==> src/rtl/ctrl_pkg.sv <==
// Shared encodings for the AOC multicycle control unit: opcodes, FSM states,
// datapath select codes and the control word driven onto the datapath.
package ctrl_pkg;

  localparam logic [7:0] OPC_R    = 8'h00;
  localparam logic [7:0] OPC_ADDI = 8'h01;
  localparam logic [7:0] OPC_STI  = 8'h09;
  localparam logic [7:0] OPC_LDI  = 8'h0A;
  localparam logic [7:0] OPC_STR  = 8'h0B;
  localparam logic [7:0] OPC_LDR  = 8'h0C;
  localparam logic [7:0] OPC_BEQ  = 8'h0D;
  localparam logic [7:0] OPC_BNE  = 8'h0E;
  localparam logic [7:0] OPC_BLT  = 8'h0F;
  localparam logic [7:0] OPC_BGT  = 8'h10;
  localparam logic [7:0] OPC_HLT  = 8'h12;
  localparam logic [7:0] OPC_IN   = 8'h13;
  localparam logic [7:0] OPC_OUT  = 8'h14;
  localparam logic [7:0] OPC_JMP  = 8'h15;
  localparam logic [7:0] OPC_JAL  = 8'h16;
  localparam logic [7:0] OPC_JST  = 8'h17;
  localparam logic [7:0] OPC_LSTK = 8'h1C;
  localparam logic [7:0] OPC_SSTK = 8'h1D;

  typedef enum logic [4:0] {
    ST_FETCH    = 5'd0,  ST_DECODE   = 5'd1,  ST_ADDR     = 5'd2,  ST_MEM_RD   = 5'd3,
    ST_WB_MEM   = 5'd4,  ST_MEM_WR   = 5'd5,  ST_EXEC_R   = 5'd6,  ST_EXEC_I   = 5'd7,
    ST_WB_ALU   = 5'd8,  ST_BR_CALC  = 5'd9,  ST_BR_UPD   = 5'd10, ST_JMP      = 5'd11,
    ST_IN_WAIT  = 5'd12, ST_OUT_WAIT = 5'd13, ST_STK_RD   = 5'd14, ST_STK_PUSH = 5'd15,
    ST_STK_LD   = 5'd16, ST_STK_POP  = 5'd17, ST_HALT     = 5'd18
  } state_e;

  typedef enum logic [1:0] {PC_ALU = 2'b00, PC_ALUOUT = 2'b01, PC_BRANCH = 2'b10, PC_STACK = 2'b11} pc_sel_e;
  typedef enum logic [1:0] {B_REG = 2'b00, B_ONE = 2'b01, B_IMM = 2'b11} alu_b_sel_e;
  typedef enum logic [1:0] {ALU_FUNCT = 2'b00, ALU_ADD = 2'b01, ALU_SUB = 2'b10, ALU_IMM = 2'b11} alu_op_e;

  typedef struct packed {
    logic       pc_we, ir_we, reg_we, mem_we, push, pop;
    pc_sel_e    pc_sel;
    logic       alu_a_sel;
    alu_b_sel_e alu_b_sel;
    logic       addr_sel, wdata_sel, reg_wsel, in_sel, stk_sel;
    alu_op_e    alu_op;
    logic       halted, io_timeout, in_ready, out_valid;
  } ctrl_t;

  // Wide enough to hold the larger wait limit plus one saturated count above it.
  function automatic int cnt_width(input int mem_lat, input int io_timeout);
    int top;
    top = (mem_lat > io_timeout) ? mem_lat : io_timeout;
    return $clog2(top + 2);
  endfunction

endpackage

==> src/rtl/ctrl_fsm_hs_if.sv <==
// Control-unit bundle: IR opcode, flags and I/O handshakes in, datapath
// selects and write enables out. master = control unit, slave = datapath side.
interface ctrl_fsm_hs_if #(
  parameter int OP_W    = 6,
  parameter int STATE_W = 5
);
  logic [OP_W-1:0]    opcode;
  logic               zero, in_valid, in_ready, out_valid, out_ready, resume;
  logic [STATE_W-1:0] state;
  logic               pc_we, ir_we, reg_we, mem_we, push, pop;
  logic [1:0]         pc_sel;
  logic               alu_a_sel;
  logic [1:0]         alu_b_sel;
  logic               addr_sel, wdata_sel, reg_wsel, in_sel, stk_sel;
  logic [1:0]         alu_op;
  logic               halted, io_timeout;

  modport master (
    input  opcode, zero, in_valid, out_ready, resume,
    output state, in_ready, out_valid, pc_we, ir_we, reg_we, mem_we, push, pop,
           pc_sel, alu_a_sel, alu_b_sel, addr_sel, wdata_sel, reg_wsel, in_sel,
           stk_sel, alu_op, halted, io_timeout
  );

  modport slave (
    output opcode, zero, in_valid, out_ready, resume,
    input  state, in_ready, out_valid, pc_we, ir_we, reg_we, mem_we, push, pop,
           pc_sel, alu_a_sel, alu_b_sel, addr_sel, wdata_sel, reg_wsel, in_sel,
           stk_sel, alu_op, halted, io_timeout
  );
endinterface

==> src/rtl/ctrl_wait_cnt.sv <==
// Clearable saturating cycle counter with a terminal-count compare, shared by
// the memory wait states and the I/O handshake timeout.
module ctrl_wait_cnt #(
  parameter int W = 2
) (
  input  logic         clk,
  input  logic         reset,
  input  logic         clr_i,
  input  logic [W-1:0] limit_i,
  output logic         tc_o
);
  logic [W-1:0] cnt_q, cnt_d;

  always_comb begin
    cnt_d = cnt_q;
    if (clr_i)              cnt_d = '0;
    else if (cnt_q != '1)   cnt_d = cnt_q + 1'b1;
  end

  always_ff @(posedge clk) begin
    // NOTE: state registers use non-blocking assignment so every flop samples pre-edge values.
    if (reset) cnt_q <= '0;
    else       cnt_q <= cnt_d;
  end

  assign tc_o = (cnt_q == limit_i);
endmodule

==> src/rtl/ctrl_fsm_hs.sv <==
// Multicycle control FSM for the AOC datapath: Moore decode of state/opcode
// into mux selects and write enables, with memory waits, I/O handshakes and halt.
module ctrl_fsm_hs
  import ctrl_pkg::*;
#(
  parameter int OP_W       = 6,
  parameter int MEM_LAT    = 1,
  parameter int IO_TIMEOUT = 0,
  parameter int STATE_W    = 5
) (
  input  logic          clk,
  input  logic          reset,
  ctrl_fsm_hs_if.master bus
);
  localparam int               CNT_W    = cnt_width(MEM_LAT, IO_TIMEOUT);
  localparam logic [CNT_W-1:0] MEM_LIM  = CNT_W'(MEM_LAT);
  localparam logic [CNT_W-1:0] IO_LIM   = CNT_W'((IO_TIMEOUT > 0) ? IO_TIMEOUT - 1 : 0);
  localparam bit               IO_TO_EN = (IO_TIMEOUT > 0);

  state_e state_q, state_d, cur_s;
  ctrl_t  ctl;
  logic   cnt_clr, cnt_tc, io_abort;
  logic   op_r, op_load, op_store, op_imm_addr, op_br, op_jmp, op_jal, op_jst;
  logic   op_in, op_out, op_lstk, op_sstk, op_hlt;

  function automatic logic op_is(input logic [OP_W-1:0] op, input logic [7:0] code);
    return op == OP_W'(code);
  endfunction

  assign op_r        = op_is(bus.opcode, OPC_R);
  assign op_load     = op_is(bus.opcode, OPC_LDI) | op_is(bus.opcode, OPC_LDR);
  assign op_store    = op_is(bus.opcode, OPC_STI) | op_is(bus.opcode, OPC_STR);
  assign op_imm_addr = op_is(bus.opcode, OPC_STI) | op_is(bus.opcode, OPC_LDI);
  assign op_br       = op_is(bus.opcode, OPC_BEQ) | op_is(bus.opcode, OPC_BNE) |
                       op_is(bus.opcode, OPC_BLT) | op_is(bus.opcode, OPC_BGT);
  assign op_jmp      = op_is(bus.opcode, OPC_JMP);
  assign op_jal      = op_is(bus.opcode, OPC_JAL);
  assign op_jst      = op_is(bus.opcode, OPC_JST);
  assign op_in       = op_is(bus.opcode, OPC_IN);
  assign op_out      = op_is(bus.opcode, OPC_OUT);
  assign op_lstk     = op_is(bus.opcode, OPC_LSTK);
  assign op_sstk     = op_is(bus.opcode, OPC_SSTK);
  assign op_hlt      = op_is(bus.opcode, OPC_HLT);

  // Reset decodes as FETCH in the same cycle, so an interrupted wait issues no write or handshake.
  assign cur_s    = reset ? ST_FETCH : state_q;
  assign cnt_clr  = (state_d != cur_s);
  assign io_abort = IO_TO_EN && cnt_tc;

  ctrl_wait_cnt #(.W(CNT_W)) u_wait_cnt (
    .clk     (clk),
    .reset   (reset),
    .clr_i   (cnt_clr),
    .limit_i ((cur_s == ST_MEM_RD || cur_s == ST_MEM_WR) ? MEM_LIM : IO_LIM),
    .tc_o    (cnt_tc)
  );

  always_comb begin
    // NOTE: every output of this block gets a default first, so no path can infer a latch.
    state_d = cur_s;
    ctl     = '0;
    case (cur_s)
      ST_FETCH: begin
        ctl.ir_we = 1'b1; ctl.alu_b_sel = B_ONE; ctl.alu_op = ALU_ADD; ctl.in_sel = 1'b1;
        state_d = ST_DECODE;
      end
      ST_DECODE: begin
        ctl.pc_we = !op_hlt;
        if (op_r)                      state_d = ST_EXEC_R;
        else if (op_load || op_store)  state_d = ST_ADDR;
        else if (op_br)                state_d = ST_BR_CALC;
        else if (op_jmp || op_jal)     state_d = ST_JMP;
        else if (op_jst)               state_d = ST_BR_UPD;
        else if (op_in)                state_d = ST_IN_WAIT;
        else if (op_out)               state_d = ST_OUT_WAIT;
        else if (op_lstk)              state_d = ST_STK_RD;
        else if (op_sstk)              state_d = ST_STK_LD;
        else if (op_hlt)               state_d = ST_HALT;
        else                           state_d = ST_EXEC_I;
      end
      ST_ADDR: begin
        ctl.alu_a_sel = 1'b1; ctl.alu_b_sel = B_IMM; ctl.addr_sel = 1'b1;
        ctl.alu_op    = op_imm_addr ? ALU_IMM : ALU_ADD;
        state_d       = op_load ? ST_MEM_RD : ST_MEM_WR;
      end
      ST_MEM_RD: if (cnt_tc) state_d = ST_WB_MEM;
      ST_WB_MEM: begin
        ctl.reg_we = 1'b1; ctl.reg_wsel = 1'b1;
        state_d = ST_FETCH;
      end
      ST_MEM_WR: begin
        ctl.mem_we = 1'b1; ctl.wdata_sel = op_sstk;
        if (cnt_tc) state_d = op_sstk ? ST_STK_POP : ST_FETCH;
      end
      ST_EXEC_R: begin
        ctl.alu_a_sel = 1'b1;
        state_d = ST_WB_ALU;
      end
      ST_EXEC_I: begin
        ctl.alu_a_sel = 1'b1; ctl.alu_b_sel = B_IMM;
        state_d = ST_WB_ALU;
      end
      ST_WB_ALU: begin
        ctl.reg_we = 1'b1;
        state_d = ST_FETCH;
      end
      ST_BR_CALC: begin
        ctl.pc_sel = PC_ALUOUT; ctl.alu_a_sel = 1'b1;
        state_d = ST_BR_UPD;
      end
      ST_BR_UPD: begin
        ctl.pc_we  = op_jst | bus.zero;
        ctl.pop    = op_jst;
        ctl.pc_sel = op_jst ? PC_STACK : PC_BRANCH;
        state_d    = ST_FETCH;
      end
      ST_JMP: begin
        ctl.pc_we = 1'b1; ctl.alu_op = ALU_IMM; ctl.alu_b_sel = B_IMM; ctl.push = op_jal;
        state_d = ST_FETCH;
      end
      ST_IN_WAIT: begin
        ctl.in_ready = 1'b1; ctl.in_sel = 1'b1; ctl.reg_we = bus.in_valid;
        if (bus.in_valid)  state_d = ST_FETCH;
        else if (io_abort) begin ctl.io_timeout = 1'b1; state_d = ST_FETCH; end
      end
      ST_OUT_WAIT: begin
        ctl.out_valid = 1'b1;
        if (bus.out_ready) state_d = ST_FETCH;
        else if (io_abort) begin ctl.io_timeout = 1'b1; state_d = ST_FETCH; end
      end
      ST_STK_RD: begin
        ctl.stk_sel = 1'b1; ctl.alu_a_sel = 1'b1;
        state_d = ST_STK_PUSH;
      end
      ST_STK_PUSH: begin
        ctl.push = 1'b1;
        state_d = ST_FETCH;
      end
      ST_STK_LD: begin
        ctl.addr_sel = 1'b1; ctl.wdata_sel = 1'b1;
        state_d = ST_MEM_WR;
      end
      ST_STK_POP: begin
        ctl.pop = 1'b1;
        state_d = ST_FETCH;
      end
      ST_HALT: begin
        ctl.halted = 1'b1;
        if (bus.resume) state_d = ST_FETCH;
      end
      default: state_d = ST_FETCH;
    endcase
  end

  always_ff @(posedge clk) begin
    if (reset) state_q <= ST_FETCH;
    else       state_q <= state_d;
  end

  assign bus.state      = STATE_W'(cur_s);
  assign bus.pc_we      = ctl.pc_we;
  assign bus.ir_we      = ctl.ir_we;
  assign bus.reg_we     = ctl.reg_we;
  assign bus.mem_we     = ctl.mem_we;
  assign bus.push       = ctl.push;
  assign bus.pop        = ctl.pop;
  assign bus.pc_sel     = ctl.pc_sel;
  assign bus.alu_a_sel  = ctl.alu_a_sel;
  assign bus.alu_b_sel  = ctl.alu_b_sel;
  assign bus.addr_sel   = ctl.addr_sel;
  assign bus.wdata_sel  = ctl.wdata_sel;
  assign bus.reg_wsel   = ctl.reg_wsel;
  assign bus.in_sel     = ctl.in_sel;
  assign bus.stk_sel    = ctl.stk_sel;
  assign bus.alu_op     = ctl.alu_op;
  assign bus.halted     = ctl.halted;
  assign bus.io_timeout = ctl.io_timeout;
  assign bus.in_ready   = ctl.in_ready;
  assign bus.out_valid  = ctl.out_valid;
endmodule

==> src/flat_wrapper.sv <==
// flat-port wrapper written by rule: the top's interface ports become plain ports
module ctrl_fsm_hs_flat import ctrl_pkg::*;
#(
  parameter int OP_W       = 6,
  parameter int MEM_LAT    = 1,
  parameter int IO_TIMEOUT = 0,
  parameter int STATE_W    = 5
)
  (clk, reset, bus_opcode, bus_zero, bus_in_valid, bus_out_ready, bus_resume, bus_state, bus_in_ready, bus_out_valid, bus_pc_we, bus_ir_we, bus_reg_we, bus_mem_we, bus_push, bus_pop, bus_pc_sel, bus_alu_a_sel, bus_alu_b_sel, bus_addr_sel, bus_wdata_sel, bus_reg_wsel, bus_in_sel, bus_stk_sel, bus_alu_op, bus_halted, bus_io_timeout);
  ctrl_fsm_hs_if #(.OP_W(OP_W), .STATE_W(STATE_W)) bus_i ();
  input  logic clk;
  input  logic reset;
  input wire logic [$bits(bus_i.opcode)-1:0] bus_opcode;
  input wire logic [$bits(bus_i.zero)-1:0] bus_zero;
  input wire logic [$bits(bus_i.in_valid)-1:0] bus_in_valid;
  input wire logic [$bits(bus_i.out_ready)-1:0] bus_out_ready;
  input wire logic [$bits(bus_i.resume)-1:0] bus_resume;
  output wire logic [$bits(bus_i.state)-1:0] bus_state;
  output wire logic [$bits(bus_i.in_ready)-1:0] bus_in_ready;
  output wire logic [$bits(bus_i.out_valid)-1:0] bus_out_valid;
  output wire logic [$bits(bus_i.pc_we)-1:0] bus_pc_we;
  output wire logic [$bits(bus_i.ir_we)-1:0] bus_ir_we;
  output wire logic [$bits(bus_i.reg_we)-1:0] bus_reg_we;
  output wire logic [$bits(bus_i.mem_we)-1:0] bus_mem_we;
  output wire logic [$bits(bus_i.push)-1:0] bus_push;
  output wire logic [$bits(bus_i.pop)-1:0] bus_pop;
  output wire logic [$bits(bus_i.pc_sel)-1:0] bus_pc_sel;
  output wire logic [$bits(bus_i.alu_a_sel)-1:0] bus_alu_a_sel;
  output wire logic [$bits(bus_i.alu_b_sel)-1:0] bus_alu_b_sel;
  output wire logic [$bits(bus_i.addr_sel)-1:0] bus_addr_sel;
  output wire logic [$bits(bus_i.wdata_sel)-1:0] bus_wdata_sel;
  output wire logic [$bits(bus_i.reg_wsel)-1:0] bus_reg_wsel;
  output wire logic [$bits(bus_i.in_sel)-1:0] bus_in_sel;
  output wire logic [$bits(bus_i.stk_sel)-1:0] bus_stk_sel;
  output wire logic [$bits(bus_i.alu_op)-1:0] bus_alu_op;
  output wire logic [$bits(bus_i.halted)-1:0] bus_halted;
  output wire logic [$bits(bus_i.io_timeout)-1:0] bus_io_timeout;
  assign bus_i.opcode = bus_opcode;
  assign bus_i.zero = bus_zero;
  assign bus_i.in_valid = bus_in_valid;
  assign bus_i.out_ready = bus_out_ready;
  assign bus_i.resume = bus_resume;
  assign bus_state = bus_i.state;
  assign bus_in_ready = bus_i.in_ready;
  assign bus_out_valid = bus_i.out_valid;
  assign bus_pc_we = bus_i.pc_we;
  assign bus_ir_we = bus_i.ir_we;
  assign bus_reg_we = bus_i.reg_we;
  assign bus_mem_we = bus_i.mem_we;
  assign bus_push = bus_i.push;
  assign bus_pop = bus_i.pop;
  assign bus_pc_sel = bus_i.pc_sel;
  assign bus_alu_a_sel = bus_i.alu_a_sel;
  assign bus_alu_b_sel = bus_i.alu_b_sel;
  assign bus_addr_sel = bus_i.addr_sel;
  assign bus_wdata_sel = bus_i.wdata_sel;
  assign bus_reg_wsel = bus_i.reg_wsel;
  assign bus_in_sel = bus_i.in_sel;
  assign bus_stk_sel = bus_i.stk_sel;
  assign bus_alu_op = bus_i.alu_op;
  assign bus_halted = bus_i.halted;
  assign bus_io_timeout = bus_i.io_timeout;
  ctrl_fsm_hs #(.OP_W(OP_W), .MEM_LAT(MEM_LAT), .IO_TIMEOUT(IO_TIMEOUT), .STATE_W(STATE_W)) u_core (.clk(clk), .reset(reset), .bus(bus_i));
endmodule
==> config.mk <==
export PLATFORM = sky130hd
export DESIGN_NAME = ctrl_fsm_hs_flat
export DESIGN_NICKNAME = d
export VERILOG_FILES = /design/src/rtl/ctrl_pkg.sv /design/src/rtl/ctrl_fsm_hs_if.sv /design/src/rtl/ctrl_wait_cnt.sv /design/src/rtl/ctrl_fsm_hs.sv /design/src/flat_wrapper.sv
export SDC_FILE = /design/constraint.sdc
export NUM_CORES = 1
export LEC_CHECK = 0
export ABC_AREA = 1
export BUFFER_PORTS_ARGS = -buffer_cell sky130_fd_sc_hd__buf_2
export CAP_MARGIN = 5
export CORE_MARGIN = 2
export CORE_UTILIZATION = 47
export CTS_BUF_LIST = sky130_fd_sc_hd__clkbuf_4 sky130_fd_sc_hd__clkbuf_8
export DETAILED_ROUTE_END_ITERATION = 10
export PLACE_DENSITY = 0.78
export SLEW_MARGIN = 10
export SYNTH_ARGS = -nofsm -noshare
export SYNTH_HDL_FRONTEND = slang
export SYNTH_SLANG_ARGS = --single-unit
==> constraint.sdc <==
create_clock -name clk -period 1.6 [get_ports clk]
set_clock_uncertainty 0.2 [all_clocks]
set_input_delay 0.08 -clock clk [delete_from_list [all_inputs] [get_ports clk]]
set_output_delay 0.08 -clock clk [all_outputs]
set_load 0.01 [all_outputs]
==> summary.md, run 1 <==
| Metric | Value |
|---|---|
| Status | did not finish |
| Stage reached | global routing |
| Halt Reason | [ERROR DPL-0038] Utilization greater than 100%, impossible to legalize |
| HPWL Detailed | roughly 2.8 mm |
| Inserted Clock Buffers | 3 |
| IO buf count | 37 |
| #FFs+latches synth | 7 |
| Pin count of the biggest net entering global routing | 7 |
| Synth cell types | 31 |
| Area of the mapped netlist | 997 sq um |
| EDFF count, synth | 0 |
| Chip Height | approximately 50 microns |
| Initial Utilization | 0.503 |
| Ports | 39 |
| Syn_nets | about 200 |
| WEP type | top-level output |
| Die W | roughly 50 microns |
| Top post-synthesis cells by count | nand2_1, inv_1, nor2_1, nand3_1, o21ai_0 |
| # rows | 16 |
| Placer Congestion | roughly 1 |
| Post-synth ARST share | 0 |
| Area leader, netlist | dfxtp_1 |
| Place WS | -71.2 ps |
| Max Root-Sink Buffers | 2 |
| Sink Count | 7 |
| Most common cell in the netlist | nand2_1 |
| Syn avg cell area | approximately 5.5 sq um |
| GRT worst endpoint | bus_alu_a_sel |
| Most area-consuming cells after synthesis | dfxtp_1, nand2_1, nand3_1, inv_1, nor2_1 |
| Sequential area share after synthesis | 0.141 |
| Cell count after synthesis | 182 |
| Ys flop type | dfxtp_1 |
| Root Buffer Master | clkbuf_4 |
| H-tree depth | 1 |
| Yosys top cell area share | 0.141 |
| YS warnings | 0 |
## cell families after synthesis
family,count (synthesis),synth area share
buffers and inverters,37,0.146
and+or+nand+nor,114,0.551
adders and majority gates,1,0.0125
AOI/OAI and AO/OA,21,0.138
xor gates and xnor gates,1,0.00878
DFF,7,0.141
other,1,0.00376
## metrics by stage
| stage | cells | instance area (sq um) | setup TNS, ps |
|---|---|---|---|
| after global placement | 261 | 1340 | -13.6 |
| after floorplan | 182 | 1010 | 0 |
| after CTS | 282 | 1680 | -1290 |
| after detailed placement | 261 | 1340 | -117 |
## repair_timing
action	4_1_cts
pin swaps	16
endpoints found under the setup margin	21
endpoints found under the hold margin	2
cloned	0
hold buffers	2
resized for setup	55
setup buffers	16
==> inputs of run 2 (changes only) <==
Settings changed: CORE_AREA from default to 2 2 63 65, CORE_MARGIN 2 to default, CORE_UTILIZATION 47 to default, CTS_BUF_LIST sky130_fd_sc_hd__clkbuf_4 sky130_fd_sc_hd__clkbuf_8 to default, DIE_AREA from default to 0 0 65 67, PLACE_DENSITY 0.78 to default, PLACE_DENSITY_LB_ADDON from default to 0.15.
==> summary.md, run 2 <==
| Metric | Value |
|---|---|
| DRT Pass-1 Iters | 5 |
| Total power | just under 1000 uW |
| CP endpoint kind | primary output |
| Internal Power | approximately 590 uW |
| Clock transition at path regs | around 40 ps |
| Worst EP arrival | roughly 1500 ps |
| Ports | 39 (unchanged) |
| Number of vias per cell | about 4.7 |
| Initial Utilization | 0.277 (was 0.503) |
| Sink Count | 7 (unchanged) |
| Synth cell types | 31 (unchanged) |
| R2r setup slk | -140 ps |
| CTS tree | yes |
| Root Buffer Master | clkbuf_8 (was clkbuf_4) |
| Fin. Hold Viols | 0 |
| Final cell count without fillers | between 300 and 400 |
| Area taken by multi-input logic gates | a little over 900 sq um |
| Max Root-Sink Buffers | 2 (unchanged) |
| Largest Register | u_core.state_q |
| Yosys top cell area share | 0.141 (unchanged) |
| DRC viols | 0 |
| Setup TNS | -2600 ps |
| IO buf count | 37 (unchanged) |
| Hold path cells | 6 |
| Final worst setup slack | -213 ps |
| Die area | 0.00436 sq mm |
| Ys flop type | dfxtp_1 (unchanged) |
| Placer Congestion | 0.876 (was 1.00) |
| WL/cell | 12.6 microns |
| Syn_nets | 195 (unchanged) |
| Reg2reg end | u_core.state_q[0] |
| Max VDD drop | approximately 0.26 mV |
| Combinational share of power | 0.509 |
| Most common cell in the netlist | nand2_1 (unchanged) |
| Unrepaired setup endpoints after global routing | yes |
| Failing checks | setup timing |
| Pin count of the biggest net entering global routing | 8 |
| Skew-Pair Late Insertion Delay | 230 ps |
| Most frequent cells in the layout | nand2_1, buf_2, buf_4, inv_1, nor2_1 |
| Crit path max-delay family | buffers and inverters |
| Chip Height | 67 microns (was 50.1 microns) |
| Share of layout cells above drive strength 1 | 0.530 |
| Area grow syn2layout | 91.8% |
| Reg2Reg Depth | 11 |
| Filler cells | approximately 360 |
| Power per Cell Area | roughly 500 mW/mm^2 |
| DP Cell Count | 295 (was 261) |
| Hold Crit Class | in -> reg |
| Hold_sp | bus_out_ready |
| Crit-path slowest cell | dfxtp_4 |
| H-tree depth | 1 (unchanged) |
| NumNets Final | 280 |
| Sw Pwr | ~370 uW |
| Vias | about 1500 |
| Area leader, netlist | dfxtp_1 (unchanged) |
| Placed Instance Area | 0.00146 sq mm (was 0.00134 sq mm) |
| Core area | about 0.0036 sq mm |
| Crit start category | flop |
| Buf/Inv on CP | 5 |
| Status | finished with violations (was did not finish) |
| Top post-synthesis cells by count | nand2_1, inv_1, nor2_1, nand3_1, o21ai_0 (unchanged) |
| Critical Path RT | 1320 ps |
| Syn avg cell area | 5.48 sq um (unchanged) |
| Max-cap violation count | 0 |
| Tcrit/Tclk final | 1.13 |
| Hold Slack | between 100 and 150 ps |
| Most area-consuming cells after synthesis | dfxtp_1, nand2_1, nand3_1, inv_1, nor2_1 (unchanged) |
| Cell count after synthesis | 182 (unchanged) |
| EDFF count, synth | 0 (unchanged) |
| Gr ovfl total | 0 |
| Initial antenna violation count | 0 |
| HPWL Detailed | 2.99 mm (was 2.81 mm) |
| GRT Resource Usage Total | 0.172 |
| Sequential area share after synthesis | 0.141 (unchanged) |
| Antenna Violating Nets Remaining | 0 |
| #FFs+latches synth | 7 (unchanged) |
| Setup Viol. Count Final | 20 |
| CP dominant cell by count | buf_6 |
| Ant. Diodes | 0 |
| Inserted Clock Buffers | 3 (unchanged) |
| Slowest stage delay, CP | 360 ps |
| Initial DRC Count | between 40 and 50 |
| Worst hold endpoint | u_core.state_q[2] |
| Area of the mapped netlist | 997 sq um (unchanged) |
| Sequential group share of total power | 0.231 |
| CP Cell Sequence | buf_6, o21ai_4, buf_6, buf_6, nand2_4, buf_6, nand2_1, buf_2 |
| # rows | 22 (was 16) |
| Pleak | about 0.001 uW |
| Max FFs per register | 5 |
| Finished Cell Area | approximately 0.0019 sq mm |
| Worst-path maximum fanout | 5 |
| Regs by FF count | u_core.state_q: 5 flops, u_core.u_wait_cnt.cnt_q: 2 flops |
| Die W | 65 microns (was 50.1 microns) |
| First-pass GRT wire length | about 5.9 mm |
| YS warnings | 0 (unchanged) |
| Final min period | around 1800 ps |
| Post-synth ARST share | 0 (unchanged) |
| Critical path class | reg -> out |
| Clk pwr share | 0.261 |
| Drt total wl | 3.97 mm |
| Sequential cell area | 154 sq um |
| Sw frac | 0.384 |
| Vias in the first global route | 1360 |
| Peak Freq | between 500 and 600 MHz |
| Max-slew violations | 0 |
| R2r startpoint | u_core.state_q[3] |
-- run 2: cell counts after synthesis --
Identical to the previous run, type by type.
-- run 2: final cells by class --
class                           count  share of cell area
Sequential cell                     7              0.0804
Clock buffer                        4              0.0235
Tap cell                           48              0.0314
Inverter                           36              0.0772
Multi-Input combinational cell    138               0.477
Timing Repair Buffer               81               0.310
-- run 2: logic make-up (layout without fill, tap and decap cells) --
group	count (synthesis)	in the layout	synth area share
buffers and inverters	37	121	0.146
xor gates and xnor gates	1	1	0.00878
AOI/OAI and AO/OA	21	21	0.138
other	1	1	0.00376
DFF	7	7	0.141
adders and majority gates	1	1	0.0125
and+or+nand+nor	114	114	0.551
-- run 2: timing repair --
action,4_1_cts,5_1_grt
pin swaps,4,9
buffers inserted,5,8
gates cloned,0,0
hold endpoints to repair,2,0
resized for setup,25,53
hold buffers,2,0
setup endpoints to repair,25,26
-- run 2: metal layers --
layer / vias up / share of wire / GRT usage
li1: 757 / - / -
met1: 660 / 0.43 / 0.210
met2: 43 / 0.51 / 0.313
met3: 2 / 0.049 / 0.0270
met4: 0 / 0.0025 / 0.0452
met5: - / 0 / 0
-- run 2: worst max path at each step --
stage	from	to	slack [ps]	cells after the start
final	u_core.state_q[3]	bus_alu_op[0]	-210	8
after global routing	u_core.state_q[3]	bus_alu_op[0]	-250	8
after CTS	u_core.state_q[3]	bus_alu_a_sel	-190	9
after detailed placement	u_core.state_q[0]	u_core.state_q[0]	-90	10
after global placement	u_core.state_q[0]	bus_push	-120	7
after floorplan	u_core.state_q[2]	u_core.state_q[0]	7	8
-- run 2: power by group through the flow --
stage	sequential, uW	clock, uW	combinational, uW
4_1_cts	218	254	393
2_1_floorplan	216	0	184
6_report	222	251	490
3_3_place_gp	218	0	347
5_1_grt	224	268	529
3_5_place_dp	218	0	346
-- run 2: worst min-delay path, delay by kind of cell --
family        cells  cell delay (ps)
buf+inv           2              180
simple gates      4              280
-- run 2: through the flow --
| step | util | setup slack (ps) |
|---|---|---|
| final | 0.531 | -213 |
| after global routing | 0.531 | -254 |
| after CTS | 0.459 | -189 |
| after detailed placement | 0.405 | -88.6 |
| after global placement | 0.405 | -118 |
| after floorplan | - | 7.26 |
No activity file was read; power rests on OpenSTA's default activity.
==> inputs of run 3 (changes only) <==
Settings changed: GPL_TIMING_DRIVEN from default to 0, RECOVER_POWER from default to 50.
==> summary.md, run 3 (synthesis gave the netlist of run 2 again) <==
| Metric | Value |
|---|---|
| Ant. Diodes | 0 (unchanged) |
| Drt total wl | 3.95 mm (was 3.97 mm) |
| Unrepaired setup endpoints after global routing | yes (unchanged) |
| Sink Count | 7 (unchanged) |
| Skew-Pair Late Insertion Delay | 230 ps (about the same) |
| R2r startpoint | u_core.state_q[2] (was u_core.state_q[3]) |
| First-pass GRT wire length | 5.85 mm (was 5.87 mm) |
| Hold path cells | 6 (unchanged) |
| Place WS | -184 ps (was -88.6 ps) |
| Initial antenna violation count | 0 (unchanged) |
| R2r setup slk | -70 ps (was -140 ps) |
| Hold Crit Class | in -> reg (unchanged) |
| Largest Register | u_core.state_q (unchanged) |
| Antenna Violating Nets Remaining | 0 (unchanged) |
| Status | finished with violations (unchanged) |
| Max Root-Sink Buffers | 2 (unchanged) |
| Final worst setup slack | -168 ps (was -213 ps) |
| Worst hold endpoint | u_core.state_q[3] (was u_core.state_q[2]) |
| Reg2reg end | u_core.state_q[0] (unchanged) |
| HPWL Detailed | 2.71 mm (was 2.99 mm) |
| Die area | 0.00436 sq mm (unchanged) |
| Chip Height | 67 microns (unchanged) |
| Fin. Hold Viols | 0 (unchanged) |
| Share of layout cells above drive strength 1 | 0.527 (was 0.530) |
| Max-slew violations | 0 (unchanged) |
| Max VDD drop | 0.205 mV (was 0.255 mV) |
| Regs by FF count | u_core.state_q: 5 flops, u_core.u_wait_cnt.cnt_q: 2 flops (unchanged) |
| Pin count of the biggest net entering global routing | 7 (was 8) |
| Number of vias per cell | 4.81 (was 4.66) |
| Most common cell after layout, fill and taps aside | buf_2 |
| Power per Cell Area | 499 mW/mm^2 (was 503 mW/mm^2) |
| DP Cell Count | 267 (was 295) |
| Placer Congestion | 0.815 (was 0.876) |
| Initial DRC Count | 61 (was 45) |
| Core area | 0.00361 sq mm (unchanged) |
| Die W | 65 microns (unchanged) |
| H-tree depth | 1 (unchanged) |
| IO buf count | 37 (unchanged) |
| Root Buffer Master | clkbuf_8 (unchanged) |
| Final min period | 1770 ps (was 1810 ps) |
| Tcrit/Tclk final | 1.10 (was 1.13) |
| Pleak | 0.000923 uW (was 0.000983 uW) |
| DRT Pass-1 Iters | 4 (was 5) |
| Critical path class | reg -> out (unchanged) |
| Reg2Reg Depth | 9 (was 11) |
| CTS tree | yes (unchanged) |
| NumNets Final | 270 (was 280) |
| Final cell count without fillers | 304 (was 314) |
| DRC viols | 0 (unchanged) |
| Crit start category | flop (unchanged) |
| Setup Viol. Count Final | 15 (was 20) |
| Gr ovfl total | 0 (unchanged) |
| WL/cell | 13.0 microns (was 12.6 microns) |
| Max-cap violation count | 0 (unchanged) |
| GRT Resource Usage Total | 0.171 (was 0.172) |
| # rows | 22 (unchanged) |
| Filler cells | 360 (was 361) |
| Vias in the first global route | 1340 (was 1360) |
| Critical Path RT | 1320 ps (about the same) |
| Post-Route Utilization | 0.497 (was 0.531) |
| Most frequent cells in the layout | buf_2, nand2_1, buf_4, inv_1, nor2_1 (was nand2_1, buf_2, buf_4, inv_1, nor2_1) |
| Peak Freq | 566 MHz (was 552 MHz) |
| Inserted Clock Buffers | 3 (unchanged) |
| Ports | 39 (unchanged) |
| CP endpoint kind | primary output (unchanged) |
| Worst EP arrival | 1490 ps (was 1530 ps) |
| Worst-path maximum fanout | 4 (was 5) |
| Clock transition at path regs | 40 ps (about the same) |
| Initial Utilization | 0.277 (unchanged) |
| Vias | 1462 (unchanged) |
| Hold_sp | bus_out_ready (unchanged) |
| Max FFs per register | 5 (unchanged) |
| Area grow syn2layout | 79.8% (was 91.8%) |
| Failing checks | setup timing (unchanged) |
==> run 3: where the power goes <==
| part | total (uW) | internal [uW] | switching (uW) |
|---|---|---|---|
| Clock | 249 | 172 | 76.5 |
| Combinational | 424 | 176 | 247 |
| Sequential | 223 | 192 | 31.2 |
| Total | 896 | 541 | 355 |
==> run 3: cell type report <==
| cell class | instances | area, sq um | share of cell area |
|---|---|---|---|
| multi-input combinational | 138 | 901 | 0.502 |
| timing repair buffer | 70 | 473 | 0.264 |
| sequential | 7 | 159 | 0.0886 |
| inverter | 36 | 148 | 0.0823 |
| tap | 48 | 60.1 | 0.0335 |
| clock buffer | 4 | 45.0 | 0.0251 |
| buffer | 1 | 7.51 | 0.00419 |
==> run 3: critical path, cell delays in order, from the launching register on <==
cell,delay [ps]
dfxtp_4,390
buf_4,140
nor2_4,50
nand2_2,90
inv_2,60
nor2_4,120
o21ai_2,70
or2_1,210
buf_2,140
==> run 3: timing repair <==
action | in CTS | in global routing
pin swaps | 13 | 14
endpoints found under the setup margin | 25 | 22
hold endpoints to repair | 2 | 0
buffers inserted | 20 | 12
gates resized for setup | 42 | 27
hold buffers | 2 | 0
==> run 3: how the worst max path moves through the flow <==
stage,startpoint,endpoint,slack [ps],depth (start not counted)
global placement,u_core.state_q[3],bus_alu_a_sel,-210,8
global route,u_core.state_q[0],bus_alu_a_sel,-220,8
floorplan,u_core.state_q[2],u_core.state_q[0],7,8
finish,u_core.state_q[0],bus_alu_a_sel,-170,8
CTS,u_core.state_q[0],bus_alu_a_sel,-120,8
detailed placement,u_core.state_q[0],bus_push,-180,7
==> run 3: stage by stage <==
step / hold slack, ps / power [uW] / TNS [ps] / instance area, sq um
final: 73.6 / 896 / -873 / 1790
after global routing: 110 / 942 / -2030 / 1790
after CTS: 59.1 / 835 / -673 / 1610
after detailed placement: 169 / 501 / -810 / 1250
after global placement: 172 / 506 / -1020 / 1250
after floorplan: -50.9 / 400 / 0 / 1010
==> run 3: metal layers <==
metal,vias up,share of wire,global-route usage,wire length (microns)
li1,730,-,-,-
met1,664,0.41,0.206,1640
met2,56,0.50,0.307,1970
met3,12,0.062,0.0287,246
met4,0,0.025,0.0585,99
met5,-,0,0,0
